==> src/rtl/rv32i_pkg.sv <==
// Shared RV32I definitions: opcodes, ALU operation codes, immediate formats
// and the decoded-instruction record held in the decode/issue output register.
package rv32i_pkg;

    localparam logic [6:0] OP     = 7'b0110011;
    localparam logic [6:0] OP_IMM = 7'b0010011;
    localparam logic [6:0] LUI    = 7'b0110111;
    localparam logic [6:0] AUIPC  = 7'b0010111;
    localparam logic [6:0] JAL    = 7'b1101111;
    localparam logic [6:0] JALR   = 7'b1100111;
    localparam logic [6:0] LOAD   = 7'b0000011;
    localparam logic [6:0] STORE  = 7'b0100011;
    localparam logic [6:0] BRANCH = 7'b1100011;

    localparam logic [3:0] ALU_ADD   = 4'b0000;
    localparam logic [3:0] ALU_SLL   = 4'b0001;
    localparam logic [3:0] ALU_SLT   = 4'b0010;
    localparam logic [3:0] ALU_SLTU  = 4'b0011;
    localparam logic [3:0] ALU_XOR   = 4'b0100;
    localparam logic [3:0] ALU_SRL   = 4'b0101;
    localparam logic [3:0] ALU_OR    = 4'b0110;
    localparam logic [3:0] ALU_AND   = 4'b0111;
    localparam logic [3:0] ALU_PASSA = 4'b1000;

    typedef enum logic [2:0] {
        IMM_NONE,
        IMM_I,
        IMM_S,
        IMM_B,
        IMM_U,
        IMM_J
    } imm_fmt_e;

    typedef struct packed {
        logic [31:0] operand_a;
        logic [31:0] operand_b;
        logic [31:0] imm;
        logic [31:0] store_data;
        logic [31:0] pc;
        logic [4:0]  rd_addr;
        logic [3:0]  alu_op;
        logic [2:0]  funct3;
        logic        funct7_bit5;
        logic        rd_we;
        logic        is_load;
        logic        is_store;
        logic        is_branch;
        logic        is_jump;
        logic        illegal;
    } decoded_t;

    // Immediate layout used by each opcode; OP and unknown opcodes carry none.
    function automatic imm_fmt_e imm_fmt_of(input logic [6:0] opcode);
        case (opcode)
            OP_IMM, JALR, LOAD: return IMM_I;
            STORE:              return IMM_S;
            BRANCH:             return IMM_B;
            LUI, AUIPC:         return IMM_U;
            JAL:                return IMM_J;
            default:            return IMM_NONE;
        endcase
    endfunction

endpackage

==> src/rtl/decode_issue_if.sv <==
// Bundle of the fetch-side, register-file and execute-side signals of the
// decode/issue stage. The slave modport is the stage itself; the master
// modport is the surrounding pipeline (fetch, register file, execute).
interface decode_issue_if;

    logic        in_valid;
    logic        in_ready;
    logic [31:0] in_instr;
    logic [31:0] in_pc;
    logic [4:0]  rs1_addr;
    logic [4:0]  rs2_addr;
    logic [31:0] rs1_data;
    logic [31:0] rs2_data;
    logic        flush;
    logic        out_valid;
    logic        out_ready;
    logic [31:0] operand_a;
    logic [31:0] operand_b;
    logic [2:0]  funct3;
    logic        funct7_bit5;
    logic [3:0]  alu_op;
    logic [31:0] imm;
    logic [31:0] store_data;
    logic [31:0] pc_out;
    logic [4:0]  rd_addr;
    logic        rd_we;
    logic        is_load;
    logic        is_store;
    logic        is_branch;
    logic        is_jump;
    logic        illegal;

    modport master (
        output in_valid, in_instr, in_pc, rs1_data, rs2_data, flush, out_ready,
        input  in_ready, rs1_addr, rs2_addr, out_valid, operand_a, operand_b,
               funct3, funct7_bit5, alu_op, imm, store_data, pc_out, rd_addr,
               rd_we, is_load, is_store, is_branch, is_jump, illegal
    );

    modport slave (
        input  in_valid, in_instr, in_pc, rs1_data, rs2_data, flush, out_ready,
        output in_ready, rs1_addr, rs2_addr, out_valid, operand_a, operand_b,
               funct3, funct7_bit5, alu_op, imm, store_data, pc_out, rd_addr,
               rd_we, is_load, is_store, is_branch, is_jump, illegal
    );

endinterface

==> src/rtl/decode_issue_imm_gen.sv <==
// Combinational RV32I immediate generator: sign-extends the I/S/B/U/J
// immediate selected by the format input. Opcode bits are not needed.
module imm_gen
    import rv32i_pkg::*;
(
    input  logic [31:7] instr_i,
    input  imm_fmt_e    fmt_i,
    output logic [31:0] imm_o
);

    // Reassemble the scattered immediate fields for the requested format.
    always_comb begin
        imm_o = 32'd0;
        case (fmt_i)
            IMM_I: imm_o = {{20{instr_i[31]}}, instr_i[31:20]};
            IMM_S: imm_o = {{20{instr_i[31]}}, instr_i[31:25], instr_i[11:7]};
            IMM_B: imm_o = {{19{instr_i[31]}}, instr_i[31], instr_i[7],
                            instr_i[30:25], instr_i[11:8], 1'b0};
            IMM_U: imm_o = {instr_i[31:12], 12'd0};
            IMM_J: imm_o = {{11{instr_i[31]}}, instr_i[31], instr_i[19:12],
                            instr_i[20], instr_i[30:21], 1'b0};
            default: imm_o = 32'd0;
        endcase
    end

endmodule

==> src/rtl/decode_issue.sv <==
// RV32I decode/issue stage: decodes the fetched instruction, selects ALU
// operands from the register file, PC or immediate, and holds the result in
// a single-entry output register. Stalls one cycle on a load-use hazard and
// drops everything on flush.
module decode_issue #(
    parameter logic [31:0] RESET_PC = 32'h0000_0000
) (
    input logic           clk,
    input logic           rst,
    decode_issue_if.slave bus
);

    import rv32i_pkg::*;

    logic [6:0]  opcode;
    logic [2:0]  funct3;
    logic [6:0]  funct7;
    logic [4:0]  rd;
    logic [4:0]  rs1;
    logic [4:0]  rs2;
    imm_fmt_e    fmt;
    logic [31:0] imm;
    decoded_t    dec;
    logic        legal;
    logic        rs1_used;
    logic        rs2_used;
    logic        hazard;
    logic        accept;
    logic        transfer;
    logic        valid_q;
    logic        valid_d;
    decoded_t    dec_q;
    decoded_t    dec_d;

    assign opcode = bus.in_instr[6:0];
    assign rd     = bus.in_instr[11:7];
    assign funct3 = bus.in_instr[14:12];
    assign rs1    = bus.in_instr[19:15];
    assign rs2    = bus.in_instr[24:20];
    assign funct7 = bus.in_instr[31:25];
    assign fmt    = imm_fmt_of(opcode);

    assign bus.rs1_addr = rs1;
    assign bus.rs2_addr = rs2;

    imm_gen u_imm_gen (
        .instr_i (bus.in_instr[31:7]),
        .fmt_i   (fmt),
        .imm_o   (imm)
    );

    // Decode the incoming instruction into ALU controls, operands and flags.
    always_comb begin
        dec          = '0;
        legal        = 1'b1;
        rs1_used     = 1'b0;
        rs2_used     = 1'b0;
        dec.funct3   = funct3;
        dec.pc       = bus.in_pc;
        dec.rd_addr  = rd;
        dec.alu_op   = ALU_ADD;
        dec.imm      = imm;
        case (opcode)
            OP: begin
                rs1_used        = 1'b1;
                rs2_used        = 1'b1;
                legal           = (funct7 == 7'b0000000) || (funct7 == 7'b0100000);
                dec.alu_op      = {1'b0, funct3};
                dec.funct7_bit5 = bus.in_instr[30];
                dec.operand_a   = bus.rs1_data;
                dec.operand_b   = bus.rs2_data;
                dec.rd_we       = 1'b1;
            end
            OP_IMM: begin
                rs1_used = 1'b1;
                if (funct3 == 3'b001) begin
                    legal = (funct7 == 7'b0000000);
                end else if (funct3 == 3'b101) begin
                    legal = (funct7 == 7'b0000000) || (funct7 == 7'b0100000);
                end
                dec.alu_op      = {1'b0, funct3};
                dec.funct7_bit5 = (funct3 == 3'b101) && bus.in_instr[30];
                dec.operand_a   = bus.rs1_data;
                dec.operand_b   = imm;
                dec.rd_we       = 1'b1;
            end
            LUI: begin
                dec.alu_op    = ALU_PASSA;
                dec.operand_a = imm;
                dec.rd_we     = 1'b1;
            end
            AUIPC: begin
                dec.operand_a = bus.in_pc;
                dec.operand_b = imm;
                dec.rd_we     = 1'b1;
            end
            JAL: begin
                dec.operand_a = bus.in_pc;
                dec.operand_b = 32'd4;
                dec.is_jump   = 1'b1;
                dec.rd_we     = 1'b1;
            end
            JALR: begin
                rs1_used      = 1'b1;
                legal         = (funct3 == 3'b000);
                dec.operand_a = bus.in_pc;
                dec.operand_b = 32'd4;
                dec.is_jump   = 1'b1;
                dec.rd_we     = 1'b1;
            end
            LOAD: begin
                rs1_used      = 1'b1;
                legal         = funct3 inside {3'b000, 3'b001, 3'b010, 3'b100, 3'b101};
                dec.operand_a = bus.rs1_data;
                dec.operand_b = imm;
                dec.is_load   = 1'b1;
                dec.rd_we     = 1'b1;
            end
            STORE: begin
                rs1_used       = 1'b1;
                rs2_used       = 1'b1;
                legal          = funct3 inside {3'b000, 3'b001, 3'b010};
                dec.operand_a  = bus.rs1_data;
                dec.operand_b  = imm;
                dec.store_data = bus.rs2_data;
                dec.is_store   = 1'b1;
            end
            BRANCH: begin
                rs1_used        = 1'b1;
                rs2_used        = 1'b1;
                legal           = !(funct3 inside {3'b010, 3'b011});
                dec.funct7_bit5 = 1'b1;
                dec.operand_a   = bus.rs1_data;
                dec.operand_b   = bus.rs2_data;
                dec.is_branch   = 1'b1;
            end
            default: begin
                legal = 1'b0;
            end
        endcase
        if (!legal) begin
            dec.illegal   = 1'b1;
            dec.rd_we     = 1'b0;
            dec.is_load   = 1'b0;
            dec.is_store  = 1'b0;
            dec.is_branch = 1'b0;
            dec.is_jump   = 1'b0;
        end
        if (rd == 5'd0) begin
            dec.rd_we = 1'b0;
        end
    end

    // A held load whose destination feeds a source the incoming instruction
    // actually reads must leave before that instruction can be decoded.
    assign hazard = valid_q && dec_q.is_load && (dec_q.rd_addr != 5'd0) &&
                    ((rs1_used && (dec_q.rd_addr == rs1)) ||
                     (rs2_used && (dec_q.rd_addr == rs2)));

    assign bus.in_ready = (!valid_q || bus.out_ready) && !hazard && !bus.flush;
    assign accept       = bus.in_valid && bus.in_ready;
    assign transfer     = valid_q && bus.out_ready;

    // Output register next state: flush wins, then load new, then drain, else hold.
    always_comb begin
        valid_d = valid_q;
        dec_d   = dec_q;
        if (bus.flush) begin
            valid_d = 1'b0;
        end else if (accept) begin
            valid_d = 1'b1;
            dec_d   = dec;
        end else if (transfer) begin
            valid_d = 1'b0;
        end
    end

    // Output register with asynchronous clear back to the reset PC.
    always_ff @(posedge clk or posedge rst) begin
        if (rst) begin
            valid_q  <= 1'b0;
            dec_q    <= '0;
            dec_q.pc <= RESET_PC;
        end else begin
            valid_q  <= valid_d;
            dec_q    <= dec_d;
        end
    end

    assign bus.out_valid   = valid_q;
    assign bus.operand_a   = dec_q.operand_a;
    assign bus.operand_b   = dec_q.operand_b;
    assign bus.funct3      = dec_q.funct3;
    assign bus.funct7_bit5 = dec_q.funct7_bit5;
    assign bus.alu_op      = dec_q.alu_op;
    assign bus.imm         = dec_q.imm;
    assign bus.store_data  = dec_q.store_data;
    assign bus.pc_out      = dec_q.pc;
    assign bus.rd_addr     = dec_q.rd_addr;
    assign bus.rd_we       = dec_q.rd_we;
    assign bus.is_load     = dec_q.is_load;
    assign bus.is_store    = dec_q.is_store;
    assign bus.is_branch   = dec_q.is_branch;
    assign bus.is_jump     = dec_q.is_jump;
    assign bus.illegal     = dec_q.illegal;

endmodule

==> src/flat_wrapper.sv <==
// flat-port wrapper written by rule: the top's interface ports become plain ports
module decode_issue_flat import rv32i_pkg::*;
#(
    parameter logic [31:0] RESET_PC = 32'h0000_0000
)
  (clk, rst, bus_in_valid, bus_in_instr, bus_in_pc, bus_rs1_data, bus_rs2_data, bus_flush, bus_out_ready, bus_in_ready, bus_rs1_addr, bus_rs2_addr, bus_out_valid, bus_operand_a, bus_operand_b, bus_funct3, bus_funct7_bit5, bus_alu_op, bus_imm, bus_store_data, bus_pc_out, bus_rd_addr, bus_rd_we, bus_is_load, bus_is_store, bus_is_branch, bus_is_jump, bus_illegal);
  decode_issue_if bus_i ();
  input logic clk;
  input logic rst;
  input wire logic [$bits(bus_i.in_valid)-1:0] bus_in_valid;
  input wire logic [$bits(bus_i.in_instr)-1:0] bus_in_instr;
  input wire logic [$bits(bus_i.in_pc)-1:0] bus_in_pc;
  input wire logic [$bits(bus_i.rs1_data)-1:0] bus_rs1_data;
  input wire logic [$bits(bus_i.rs2_data)-1:0] bus_rs2_data;
  input wire logic [$bits(bus_i.flush)-1:0] bus_flush;
  input wire logic [$bits(bus_i.out_ready)-1:0] bus_out_ready;
  output wire logic [$bits(bus_i.in_ready)-1:0] bus_in_ready;
  output wire logic [$bits(bus_i.rs1_addr)-1:0] bus_rs1_addr;
  output wire logic [$bits(bus_i.rs2_addr)-1:0] bus_rs2_addr;
  output wire logic [$bits(bus_i.out_valid)-1:0] bus_out_valid;
  output wire logic [$bits(bus_i.operand_a)-1:0] bus_operand_a;
  output wire logic [$bits(bus_i.operand_b)-1:0] bus_operand_b;
  output wire logic [$bits(bus_i.funct3)-1:0] bus_funct3;
  output wire logic [$bits(bus_i.funct7_bit5)-1:0] bus_funct7_bit5;
  output wire logic [$bits(bus_i.alu_op)-1:0] bus_alu_op;
  output wire logic [$bits(bus_i.imm)-1:0] bus_imm;
  output wire logic [$bits(bus_i.store_data)-1:0] bus_store_data;
  output wire logic [$bits(bus_i.pc_out)-1:0] bus_pc_out;
  output wire logic [$bits(bus_i.rd_addr)-1:0] bus_rd_addr;
  output wire logic [$bits(bus_i.rd_we)-1:0] bus_rd_we;
  output wire logic [$bits(bus_i.is_load)-1:0] bus_is_load;
  output wire logic [$bits(bus_i.is_store)-1:0] bus_is_store;
  output wire logic [$bits(bus_i.is_branch)-1:0] bus_is_branch;
  output wire logic [$bits(bus_i.is_jump)-1:0] bus_is_jump;
  output wire logic [$bits(bus_i.illegal)-1:0] bus_illegal;
  assign bus_i.in_valid = bus_in_valid;
  assign bus_i.in_instr = bus_in_instr;
  assign bus_i.in_pc = bus_in_pc;
  assign bus_i.rs1_data = bus_rs1_data;
  assign bus_i.rs2_data = bus_rs2_data;
  assign bus_i.flush = bus_flush;
  assign bus_i.out_ready = bus_out_ready;
  assign bus_in_ready = bus_i.in_ready;
  assign bus_rs1_addr = bus_i.rs1_addr;
  assign bus_rs2_addr = bus_i.rs2_addr;
  assign bus_out_valid = bus_i.out_valid;
  assign bus_operand_a = bus_i.operand_a;
  assign bus_operand_b = bus_i.operand_b;
  assign bus_funct3 = bus_i.funct3;
  assign bus_funct7_bit5 = bus_i.funct7_bit5;
  assign bus_alu_op = bus_i.alu_op;
  assign bus_imm = bus_i.imm;
  assign bus_store_data = bus_i.store_data;
  assign bus_pc_out = bus_i.pc_out;
  assign bus_rd_addr = bus_i.rd_addr;
  assign bus_rd_we = bus_i.rd_we;
  assign bus_is_load = bus_i.is_load;
  assign bus_is_store = bus_i.is_store;
  assign bus_is_branch = bus_i.is_branch;
  assign bus_is_jump = bus_i.is_jump;
  assign bus_illegal = bus_i.illegal;
  decode_issue #(.RESET_PC(RESET_PC)) u_core (.clk(clk), .rst(rst), .bus(bus_i));
endmodule
==> config.mk <==
export PLATFORM = sky130hd
export DESIGN_NAME = decode_issue_flat
export DESIGN_NICKNAME = d
export VERILOG_FILES = /design/src/rtl/rv32i_pkg.sv /design/src/rtl/decode_issue_if.sv /design/src/rtl/decode_issue_imm_gen.sv /design/src/rtl/decode_issue.sv /design/src/flat_wrapper.sv
export SDC_FILE = /design/constraint.sdc
export NUM_CORES = 1
export LEC_CHECK = 0
export BUFFER_PORTS_ARGS = -buffer_cell sky130_fd_sc_hd__buf_2
export CAP_MARGIN = 5
export CORE_MARGIN = 4
export CORE_UTILIZATION = 27
export CTS_CLUSTER_SIZE = 40
export DETAILED_ROUTE_END_ITERATION = 12
export HOLD_SLACK_MARGIN = 0.15
export PLACE_DENSITY = 0.52
export SYNTH_ARGS = -nofsm -noshare
export SYNTH_HDL_FRONTEND = slang
export SYNTH_SLANG_ARGS = --single-unit
==> constraint.sdc <==
create_clock -name clk -period 7.7 [get_ports clk]
set_clock_uncertainty 0.2 [all_clocks]
set_input_delay 0.385 -clock clk [delete_from_list [all_inputs] [get_ports clk]]
set_output_delay 0.385 -clock clk [all_outputs]
set_load 0.03 [all_outputs]
==> flow_summary.json <==
{
  "status": "finished, final reports clean",
  "ys_warn_count": 0,
  "cts-root-buf": "clkbuf_16",
  "syn2layout_area_growth_pct": 40.0,
  "grt_overflow": 0,
  "synth_top_family_by_area": "multiplexers",
  "clk_latency_ns": 0.45,
  "synth_compound_area_share_pct": 13.1,
  "holdWs_ns": 0.172,
  "grt_pass1_vias": 8163,
  "rsz0062_at_grt": "no",
  "gp_congestion": 0.773,
  "crit_arrival_ns": 4.02,
  "netlist_area_mm2": 0.00907,
  "die_x_um": 191,
  "tritoncts": "done",
  "switching_power_w": 0.000753,
  "p_int_w": 0.00175,
  "synth_edf_count": 0,
  "synthAdderAreaFrac_pct": 0,
  "cp-end-kind": "register",
  "cts.path.max_buffers": 2,
  "placed_cells": 1465,
  "post_cts_resized": 0,
  "synthFlopType": "dfrtp_1",
  "rrSetupSlack_ns": 3.80,
  "antenna_found_initial": 0,
  "h-tree-depth": 4,
  "wl_per_cell_um": 21.3,
  "postCtsHoldBufs": 111,
  "combinationalPowerShare_pct": 19.5,
  "required_ns": 7.82,
  "syn_area_per_cell_um2": 12.0,
  "clk_pin_slew_ns": 0.07,
  "fin_cells": 1608,
  "critical_path.max_fanout": 68,
  "antenna_left": 0,
  "fin_setup_tns_ns": 0,
  "io_pins": 324,
  "die_h_um": 191,
  "period_share_pct": 50.6,
  "grt_start_max_net_pins": 115,
  "portBuffers": 323,
  "dp_hpwl_mm": 23.9,
  "track_usage_pct": 18.5,
  "vias_per_cell": 4.67,
  "ys_seq_area_share_pct": 49.7,
  "power-per-cell-area_mw_per_mm2": 197,
  "slew_headroom_pct": 28.7,
  "p_leak_nw": 6.15,
  "drt_iter0_markers": 415,
  "start_util_pct": 27.6,
  "grt_pass1_wl_mm": 50.9,
  "drt_wl_total_mm": 34.2,
  "drv_slew": 0,
  "synthMuxAreaShare_pct": 23.0,
  "cts_buffers": 17,
  "cp-start-kind": "register",
  "hp-class": "in2reg",
  "synth-xor-area-share_pct": 1.06,
  "synth_seq_cells": 180,
  "drv_cap": 0,
  "drt_pass1_iterations": 7,
  "final_hold_viol_count": 0,
  "layout_min_cycle_time_ns": 3.90,
  "cts_setup_buffers": 0,
  "dieArea_mm2": 0.0366,
  "synth.distinct_cells": 54,
  "drcViolationCount": 0,
  "async_flop_share_pct": 100,
  "seqPwrFrac_pct": 41.4,
  "crit_type": "reg2reg",
  "diodes": 0,
  "nets": 1286,
  "drive_gt1_share_pct": 41.4,
  "vdd_drop_max_mv": 0.150,
  "netlist_instances": 758,
  "core_area_mm2": 0.0329,
  "syn-num-nets": 891,
  "swShare_pct": 30.1,
  "synth-simple-area-share_pct": 5.79,
  "clock.fmax_mhz": 257,
  "tightest_slew_ns": 1.07,
  "placementRows": 66,
  "vias": 7509,
  "cts.sinks": 180,
  "p_clk_share_pct": 39.1,
  "setup_viol": 0
}
==> stage by stage <==
stage,util (%),total power (W),worst slack [ns],cell area [um2]
2_1_floorplan,-,0.00133,2.23,9070
3_3_place_gp,33.3,0.00150,3.86,11000
3_5_place_dp,33.3,0.00150,3.84,11000
4_1_cts,38.6,0.00254,3.82,12700
5_1_grt,38.6,0.00261,3.67,12700
6_report,38.6,0.00250,3.80,12700
==> logic make-up (layout without fill, tap and decap cells) <==
| logic type | after synthesis | in the layout |
|---|---|---|
| buf+inv | 141 | 549 |
| simple gates | 100 | 100 |
| xor+xnor | 11 | 11 |
| mux | 179 | 179 |
| flops | 180 | 180 |
| compound gates | 147 | 147 |
==> synthesized netlist by cell type (all sizes together) (2+ instances only) <==
cell type | instances | share of area, %
dfrtp | 180 | 50
mux2 | 111 | 15
inv | 76 | 3.1
mux2i | 68 | 7.5
a22o | 49 | 4.7
nand2 | 48 | 2.0
buf | 42 | 3.3
clkbuf | 23 | 0.95
a21oi | 19 | 1.0
a222oi | 12 | 1.3
o21bai | 11 | 0.91
o2bb2ai | 11 | 1.1
xnor2 | 10 | 0.97
a221o | 9 | 0.99
nor2 | 9 | 0.37
o21a | 9 | 0.74
nor3 | 7 | 0.44
nand2b | 6 | 0.41
and3 | 5 | 0.34
o21ai | 5 | 0.28
nor4 | 4 | 0.44
o211ai | 4 | 0.33
o32ai | 4 | 0.39
o22ai | 3 | 0.21
or4 | 3 | 0.25
a21o | 2 | 0.17
and3b | 2 | 0.19
nand3 | 2 | 0.11
nand3b | 2 | 0.17
nand4 | 2 | 0.14
nand4b | 2 | 0.19
nor2b | 2 | 0.14
o32a | 2 | 0.22
==> layout make-up <==
cell class | instances | area, um2
fillers | 3275 | 20200
flip-flops and latches | 180 | 4500
multi-input cells | 437 | 3930
repair buffers | 441 | 2780
well taps | 442 | 553
clock buffers | 19 | 443
inverters | 76 | 293
clock inverters | 13 | 193
==> placed cells by master, fill, tap and decap left out, types with 9 or more instances in the layout <==
cell type / instances
a21oi_1: 19
a221o_1: 9
a222oi_1: 12
a22o_1: 49
buf_2: 323
clkbuf_16: 17
dfrtp_1: 180
dlygate4sd3_1: 111
inv_1: 75
mux2_2: 70
mux2_4: 41
mux2i_1: 68
nand2_1: 48
o21bai_1: 11
o2bb2ai_1: 11
xnor2_1: 10
==> routing by layer <==
metal	wire, um	share of wire, %	global-route usage, %	vias up
met4	724	2.1	5.83	0
li1	-	-	-	3497
met5	0	0	0	-
met2	16100	47	30.1	281
met3	2420	7.1	5.11	31
met1	15000	44	23.9	3700
==> power groups by stage <==
stage | Clock [W] | Sequential [W] | Combinational, W
2_1_floorplan | 0 | 0.00116 | 0.000170
6_report | 0.000977 | 0.00103 | 0.000488
3_5_place_dp | 0 | 0.00105 | 0.000448
4_1_cts | 0.00101 | 0.00103 | 0.000493
5_1_grt | 0.00105 | 0.00104 | 0.000522
3_3_place_gp | 0 | 0.00105 | 0.000447
==> path summary, 6_finish.rpt <==
check	start	end	depth (start not counted)
max	u_core.bus.rd_addr[1]$_DFFE_PP0P_	u_core.bus.imm[21]$_DFFE_PP0P_	5
max reg2reg	u_core.bus.rd_addr[1]$_DFFE_PP0P_	u_core.bus.imm[21]$_DFFE_PP0P_	5
min	bus_in_instr[16]	u_core.bus.imm[16]$_DFFE_PP0P_	3
min reg2reg	u_core.bus.operand_b[27]$_DFFE_PP0P_	u_core.bus.operand_b[27]$_DFFE_PP0P_	1
max in group asynchronous	rst	u_core.bus.pc_out[10]$_DFFE_PP0P_	4
min in group asynchronous	rst	u_core.bus.store_data[5]$_DFFE_PP0P_	3
==> state kept, by name, summed over array words and instances (netlist names), 3 cells and up <==
register               cells
u_core.bus.store_data     32
u_core.bus.alu_op          4
u_core.bus.pc_out         32
u_core.bus.funct3          3
u_core.bus.imm            32
u_core.bus.operand_a      32
u_core.bus.operand_b      32
u_core.bus.rd_addr         5
==> worst max-delay path: stages, from the launching register on <==
cell and delay [ns]:
dfrtp_1 0.45, or4_1 0.56, o211ai_1 0.29, o21a_4 0.82, buf_4 0.91, mux2_2 0.42
(Power assumes the default switching activity.)
